<file path="src/rtl/gf12_sram64_be_sched_if.sv">
// Requester-side handshake bundle for the GF12 SRAM bank-conflict scheduler.
// Carries write/read request channels and the read response channel.
interface gf12_sram64_be_sched_if #(
   parameter int ABITS  = 15,
   parameter int DWIDTH = 64
);
   logic              wr_valid;
   logic              wr_ready;
   logic [ABITS-1:0]  wr_addr;
   logic [DWIDTH-1:0] wr_data;
   logic [DWIDTH-1:0] wr_mask;
   logic              rd_valid;
   logic              rd_ready;
   logic [ABITS-1:0]  rd_addr;
   logic              rsp_valid;
   logic [DWIDTH-1:0] rsp_data;

   modport master (
      output wr_valid, wr_addr, wr_data, wr_mask,
      output rd_valid, rd_addr,
      input  wr_ready, rd_ready, rsp_valid, rsp_data
   );

   modport slave (
      input  wr_valid, wr_addr, wr_data, wr_mask,
      input  rd_valid, rd_addr,
      output wr_ready, rd_ready, rsp_valid, rsp_data
   );
endinterface

</file>
<file path="src/rtl/gf12_sram64_be_sched.sv">
// Write-buffering bank-conflict scheduler in front of the 4-bank GF12 SRAM.
// Writes drain from a FIFO only when their bank is not hit by the current read.
module gf12_sram64_be_sched #(
   parameter int ABITS      = 15,
   parameter int DWIDTH     = 64,
   parameter int BANK_LSB   = 13,
   parameter int WBUF_DEPTH = 4,
   parameter int STARVE_MAX = 8
) (
   input  logic                CLK,
   input  logic                RSTN,
   gf12_sram64_be_sched_if.slave req,
   output logic                CE0,
   output logic [ABITS-1:0]    A0,
   output logic [DWIDTH-1:0]   D0,
   output logic                WE0,
   output logic [DWIDTH-1:0]   WEM0,
   output logic                CE1,
   output logic [ABITS-1:0]    A1,
   input  logic [DWIDTH-1:0]   Q1
);

   localparam int PW = $clog2(WBUF_DEPTH);
   localparam int CW = PW + 1;
   localparam int SW = $clog2(STARVE_MAX + 1);
   localparam int BW = ABITS - BANK_LSB;

   logic [ABITS-1:0]  r_addr [WBUF_DEPTH];
   logic [DWIDTH-1:0] r_data [WBUF_DEPTH];
   logic [DWIDTH-1:0] r_mask [WBUF_DEPTH];
   logic [PW-1:0]     r_wptr;
   logic [PW-1:0]     r_rptr;
   logic [CW-1:0]     r_cnt;
   logic [SW-1:0]     r_starve;
   logic              r_live;
   logic              r_rsp_valid;
   logic [DWIDTH-1:0] r_rsp_hold;

   logic              w_head_v;
   logic [BW-1:0]     w_hbank;
   logic [BW-1:0]     w_rbank;
   logic              w_hazard;
   logic              w_force;
   logic              w_rd_fire;
   logic              w_wr_fire;
   logic              w_issue;
   logic [PW-1:0]     w_off [WBUF_DEPTH];

   assign w_head_v = (r_cnt != '0);
   assign w_hbank  = r_addr[r_rptr][ABITS-1:BANK_LSB];
   assign w_rbank  = req.rd_addr[ABITS-1:BANK_LSB];

   // Entry j is live when its distance from the head is below the count.
   always_comb begin
      w_hazard = 1'b0;
      for (int j = 0; j < WBUF_DEPTH; j++) begin
         w_off[j] = PW'(j) - r_rptr;
         if (({1'b0, w_off[j]} < r_cnt) &&
             (r_addr[j] == req.rd_addr))
            w_hazard = 1'b1;
      end
   end

   assign w_force = w_head_v &
                    (r_starve == SW'(STARVE_MAX)) &
                    (w_hbank == w_rbank);

   assign req.wr_ready = (r_cnt < CW'(WBUF_DEPTH));
   assign req.rd_ready = r_live & ~w_hazard & ~w_force;

   assign w_wr_fire = req.wr_valid & req.wr_ready;
   assign w_rd_fire = req.rd_valid & req.rd_ready;
   assign w_issue   = w_head_v &
                      (~w_rd_fire | (w_hbank != w_rbank));

   assign CE0  = w_issue;
   assign WE0  = w_issue;
   assign A0   = w_issue ? r_addr[r_rptr] : '0;
   assign D0   = w_issue ? r_data[r_rptr] : '0;
   assign WEM0 = w_issue ? r_mask[r_rptr] : '0;
   assign CE1  = w_rd_fire;
   assign A1   = w_rd_fire ? req.rd_addr : '0;

   // Q1 is only meaningful in the cycle after a read; hold it otherwise.
   assign req.rsp_valid = r_rsp_valid;
   assign req.rsp_data  = r_rsp_valid ? Q1 : r_rsp_hold;

   always_ff @(posedge CLK or negedge RSTN) begin
      if (!RSTN) begin
         for (int i = 0; i < WBUF_DEPTH; i++) begin
            r_addr[i] <= '0;
            r_data[i] <= '0;
            r_mask[i] <= '0;
         end
         r_wptr      <= '0;
         r_rptr      <= '0;
         r_cnt       <= '0;
         r_starve    <= '0;
         r_live      <= 1'b0;
         r_rsp_valid <= 1'b0;
         r_rsp_hold  <= '0;
      end else begin
         r_live <= 1'b1;
         if (w_wr_fire) begin
            r_addr[r_wptr] <= req.wr_addr;
            r_data[r_wptr] <= req.wr_data;
            r_mask[r_wptr] <= req.wr_mask;
            r_wptr         <= r_wptr + PW'(1);
         end
         if (w_issue)
            r_rptr <= r_rptr + PW'(1);
         r_cnt <= r_cnt + CW'(w_wr_fire) - CW'(w_issue);
         if (!w_head_v || w_issue)
            r_starve <= '0;
         else if (r_starve != SW'(STARVE_MAX))
            r_starve <= r_starve + SW'(1);
         r_rsp_valid <= w_rd_fire;
         if (r_rsp_valid)
            r_rsp_hold <= Q1;
      end
   end

endmodule

</file>
<file path="src/flat_wrapper.sv">
// flat-port wrapper written by rule: the top's interface ports become plain ports
module gf12_sram64_be_sched_flat 
#(
   parameter int ABITS      = 15,
   parameter int DWIDTH     = 64,
   parameter int BANK_LSB   = 13,
   parameter int WBUF_DEPTH = 4,
   parameter int STARVE_MAX = 8
)
  (CLK, RSTN, CE0, A0, D0, WE0, WEM0, CE1, A1, Q1, req_wr_valid, req_wr_addr, req_wr_data, req_wr_mask, req_rd_valid, req_rd_addr, req_wr_ready, req_rd_ready, req_rsp_valid, req_rsp_data);
  gf12_sram64_be_sched_if #(.ABITS(ABITS), .DWIDTH(DWIDTH)) req_i ();
  input  logic CLK;
  input  logic RSTN;
  output logic CE0;
  output logic [ABITS-1:0] A0;
  output logic [DWIDTH-1:0] D0;
  output logic WE0;
  output logic [DWIDTH-1:0] WEM0;
  output logic CE1;
  output logic [ABITS-1:0] A1;
  input  logic [DWIDTH-1:0] Q1;
  input wire logic [$bits(req_i.wr_valid)-1:0] req_wr_valid;
  input wire logic [$bits(req_i.wr_addr)-1:0] req_wr_addr;
  input wire logic [$bits(req_i.wr_data)-1:0] req_wr_data;
  input wire logic [$bits(req_i.wr_mask)-1:0] req_wr_mask;
  input wire logic [$bits(req_i.rd_valid)-1:0] req_rd_valid;
  input wire logic [$bits(req_i.rd_addr)-1:0] req_rd_addr;
  output wire logic [$bits(req_i.wr_ready)-1:0] req_wr_ready;
  output wire logic [$bits(req_i.rd_ready)-1:0] req_rd_ready;
  output wire logic [$bits(req_i.rsp_valid)-1:0] req_rsp_valid;
  output wire logic [$bits(req_i.rsp_data)-1:0] req_rsp_data;
  assign req_i.wr_valid = req_wr_valid;
  assign req_i.wr_addr = req_wr_addr;
  assign req_i.wr_data = req_wr_data;
  assign req_i.wr_mask = req_wr_mask;
  assign req_i.rd_valid = req_rd_valid;
  assign req_i.rd_addr = req_rd_addr;
  assign req_wr_ready = req_i.wr_ready;
  assign req_rd_ready = req_i.rd_ready;
  assign req_rsp_valid = req_i.rsp_valid;
  assign req_rsp_data = req_i.rsp_data;
  gf12_sram64_be_sched #(.ABITS(ABITS), .DWIDTH(DWIDTH), .BANK_LSB(BANK_LSB), .WBUF_DEPTH(WBUF_DEPTH), .STARVE_MAX(STARVE_MAX)) u_core (.CLK(CLK), .RSTN(RSTN), .req(req_i), .CE0(CE0), .A0(A0), .D0(D0), .WE0(WE0), .WEM0(WEM0), .CE1(CE1), .A1(A1), .Q1(Q1));
endmodule
</file>
<file path="config.mk">
export PLATFORM = sky130hd
export DESIGN_NAME = gf12_sram64_be_sched_flat
export DESIGN_NICKNAME = d
export VERILOG_FILES = /design/src/rtl/gf12_sram64_be_sched_if.sv /design/src/rtl/gf12_sram64_be_sched.sv /design/src/flat_wrapper.sv
export SDC_FILE = /design/constraint.sdc
export NUM_CORES = 1
export LEC_CHECK = 0
export ABC_CLOCK_PERIOD_IN_PS = 3900
export CORE_MARGIN = 3
export CORE_UTILIZATION = 49
export CTS_BUF_LIST = sky130_fd_sc_hd__clkbuf_16
export CTS_CLUSTER_SIZE = 28
export DETAILED_ROUTE_END_ITERATION = 7
export PLACE_DENSITY = 0.86
export SLEW_MARGIN = 20
export SYNTH_ARGS = -nofsm -noshare
export SYNTH_HDL_FRONTEND = slang
export SYNTH_SLANG_ARGS = --single-unit
</file>
<file path="constraint.sdc">
create_clock -name CLK -period 3.9 [get_ports CLK]
set_input_delay 0.39 -clock CLK [delete_from_list [all_inputs] [get_ports CLK]]
set_output_delay 0.39 -clock CLK [all_outputs]
set_load 0.01 [all_outputs]
</file>
==> summary.md <==
| Metric | Value |
|---|---|
| Wl on met1 | 30.7 mm |
| Leakage | 0.0163 uW |
| Clock root cell | clkbuf_16 |
| Std-Cell Core Area | 59100 um^2 |
| Mux cell area share after synthesis | 35.4% |
| Layout cells sized above 1 | 43.6% |
| DR iter-0 viols | 1097 |
| DIE HEIGHT | 251 um |
| Syn_nets | 2114 |
| Via density | 5.67 |
| WP data arrival | 3.48 ns |
| Slew @ Worst Pin | 1.13 ns |
| PnR Total Power | 33100 uW |
| Adder-Cell Fraction of Synth Area | 0.538% |
| Seq pwr share | 35.3% |
| CTS tree | yes |
| Sequential area share after synthesis | 55.4% |
| Most common cell after layout, fill and taps aside | dfrtp_1 |
| Die X | 251 um |
| Max Freq | 258 MHz |
| Max transition margin | 24.5% |
| Fill cells | 4195 |
| Final setup vio count | 0 |
| H-tree depth | 3 |
| Slowest CP cell | mux4_2 |
| IO buf count | 453 |
| Uppermost layer routed | met5 |
| Largest net degree at the start of global routing | 111 |
| Initial antenna violation count | 18 |
| Post-DP HPWL | 50.1 mm |
| First-pass GRT wire length | 119 mm |
| Post-Syn Instances | 1876 |
| Met3 routed WL | 4.31 mm |
| Starting density of the core | 49.6% |
| Status | completed |
| Number of synthesized flops with an enable pin | 0 |
| Flops & latches, synth | 649 |
| Min Tclk post-route | 3.87 ns |
| I/O pins | 454 |
| Row count | 89 |
| Non-filler instance count after layout | 3183 |
| CTS Buf Count | 72 |
| Die area | 62800 um^2 |
| NumNets Final | 2577 |
| Pwr Density | 887 nW/um^2 |
| Final wirelength | 76.7 mm |
| Power share of the clock group | 19.4% |
| Largest family of logic cells by synthesized area | multiplexers |
| DRT antenna net count | 0 |
| Unique masters post-synth | 35 |
| Ys Warns | 0 |
| Clk_skew | 0.0229 ns |
| Area delta synth->final | 27.5% |
| Simple-Gate Fraction of Synth Area | 4.20% |
| DR DRC count | 0 |
| Slowest stage delay, CP | 0.56 ns |
| Metal2 WL | 38.8 mm |
| Max-slew violations | 0 |
| Pint | 22200 uW |
| Wire per inst | 24.1 um |
| Final Hold Viols | 0 |
| Main flop type after synthesis | dfrtp_1 |
| Most frequent cells in the layout | dfrtp_1 (646), mux2_2 (636), clkdlybuf4s50_1 (293), mux4_2 (143), nor2b_1 (120) |
| Placed cells | 3021 |
| Clock slew at the register clock pins of the worst setup and hold paths | 0.06 ns |
| Max-cap violations | 0 |
| CP Data Required Time | 3.51 ns |
| NetSw | 10900 uW |
| Crit path max fanout | 28 |
| Part of the cycle the worst path needs | 99.2% |
| Comb power frac | 45.3% |
| Worst Setup Path Type | reg -> out |
| Min-delay worst type | in -> async |
| Average size of a mapped cell | 15.6 um^2 |
| Clk_lat worst skew | 0.62 ns |
| Crit path cell chain | mux4_2 > xnor2_2 > nand2_1 > or4_4 > nand4_4 > o31ai_4 > buf_12 > bufbuf_16 > nor2b_1 > dlygate4sd2_1 |
| Switching Fraction | 33.0% |
| RSZ-0062 raised after global routing | true |
| Final global-route overflow total | 0 |
| Compound-cell area share of the yosys netlist | 0.265% |
| Vias | 18100 |
| Clock buffer depth | 3 |
| GP Congestion | 0.860 |
| Ys async rst share | 100% |
| All-layer global routing usage | 24.4% |
| Maximum vdd drop | 0.513 mV |
| CTS sink count | 649 |
| XOR/XNOR share of the synthesized area | 2.09% |
| CP Launch Type | flip-flop |
| Vias in the first global route | 20100 |
| Syn Std Cell Area | 29300 um^2 |
| First-pass iteration count of the detailed router | 5 |
| Crit. End Element | output port |
-- final cells by class --
cell class                      instances  area, um^2  share of cell area [%]
Clock buffer                           73        1830                    4.89
Tap cell                              773         967                    2.59
Antenna cell                           18        45.0                   0.121
Inverter                               14        52.6                   0.141
Clock inverter                         54         400                    1.07
Timing Repair Buffer                  524        5190                    13.9
Multi-Input combinational cell       1078       12600                    33.8
Sequential cell                       649       16200                    43.5
-- state kept, by name, indices dropped and copies added (netlist names) --
register	count
u_core.r_addr	60
u_core.r_cnt	3
u_core.r_rptr	2
u_core.r_live	1
u_core.req.rsp_valid	1
u_core.r_rsp_hold	64
u_core.r_mask	256
u_core.r_data	256
u_core.r_wptr	2
u_core.r_starve	4
-- routing by layer --
| layer | global-route usage (%) | up-vias |
|---|---|---|
| li1 | - | 7758 |
| met1 | 30.9 | 9558 |
| met2 | 40.9 | 562 |
| met3 | 5.06 | 168 |
| met4 | 10.3 | 4 |
| met5 | 0 | - |
-- synth_stat cells, types with 2 or more instances --
master    number  share of area, %
inv_1         14              0.18
nand4_1        6              0.13
o21ai_0        2             0.034
buf_4          2             0.051
nor2b_1      142               3.0
buf_1         26              0.33
dfrtp_1      649                55
and3_1        19              0.41
ha_1          11              0.47
mux2_2       636                24
xnor2_1       20              0.60
nand2_1       10              0.13
mux4_2       143                11
nor4_1        10              0.21
nor2_1         6             0.077
a21oi_1        4             0.068
clkbuf_1      93               1.2
nor3_1         4             0.068
xor2_1        50               1.5
buf_2         14              0.24
-- critical path: cells and delay by family, from the launching register on --
family	cells	cell delay (ns)
AOI/OAI and AO/OA	1	0.09
muxes	1	0.56
DFF	1	0.47
xor gates and xnor gates	1	0.17
buffers and inverters	3	0.75
and+or+nand+nor	4	0.81
-- final timing paths --
kind                                       start               endpoint  slack [ns]  cells after the start
setup reg to reg                u_core.r_rptr[0]        u_core.r_cnt[2]        0.69                     12
hold reg to reg            u_core.r_rsp_hold[29]  u_core.r_rsp_hold[29]        0.49                      1
min in group CLK                          Q1[29]  u_core.r_rsp_hold[29]        0.42                      2
hold / removal                              RSTN     u_core.r_data[235]        0.40                      2
setup / recovery                u_core.r_rptr[0]                  D0[7]        0.03                     10
max in group asynchronous                   RSTN  u_core.r_rsp_hold[44]        2.30                      4
-- cell families (layout without fill, tap and decap cells) --
logic type	count (synthesis)	after routing
XOR/XNOR	70	70
adder cells (fa/ha/maj)	12	12
multiplexers	779	779
buffers and inverters	150	665
flip-flops	649	649
AND/OR/NAND/NOR	203	203
other	1	19
AO/OA/AOI/OAI	12	13
-- through the flow --
stage / hold WS [ns] / util [%] / setup slack, ns / area, um^2 / TNS [ns]
after floorplan: 0.0944 / - / 0.212 / 29300 / 0
after global placement: 0.481 / 59.1 / 0.00883 / 35000 / 0
after detailed placement: 0.485 / 59.1 / -0.0183 / 35000 / -0.0366
after CTS: 0.377 / 63.2 / -0.0333 / 37400 / -0.0753
after global routing: 0.390 / 63.2 / -0.0843 / 37300 / -1.27
final: 0.399 / 63.2 / 0.0314 / 37400 / 0
-- power groups by stage --
| stage | logic [uW] | clock network, uW | registers, uW |
|---|---|---|---|
| final | 15000 | 6430 | 11700 |
| after global routing | 16000 | 6830 | 12000 |
| after CTS | 15100 | 6580 | 11600 |
| after detailed placement | 15500 | 0 | 11700 |
| after global placement | 15200 | 0 | 11300 |
| after floorplan | 9610 | 0 | 11000 |
-- timing repair --
item,CTS,global route
pin swaps,3,4
endpoints found under the setup margin,161,123
resized for setup,273,71
hold buffers,1,0
setup buffers,9,0
hold endpoints to repair,95,0
gates cloned,4,3
No activity file was read; power rests on OpenSTA's default activity.
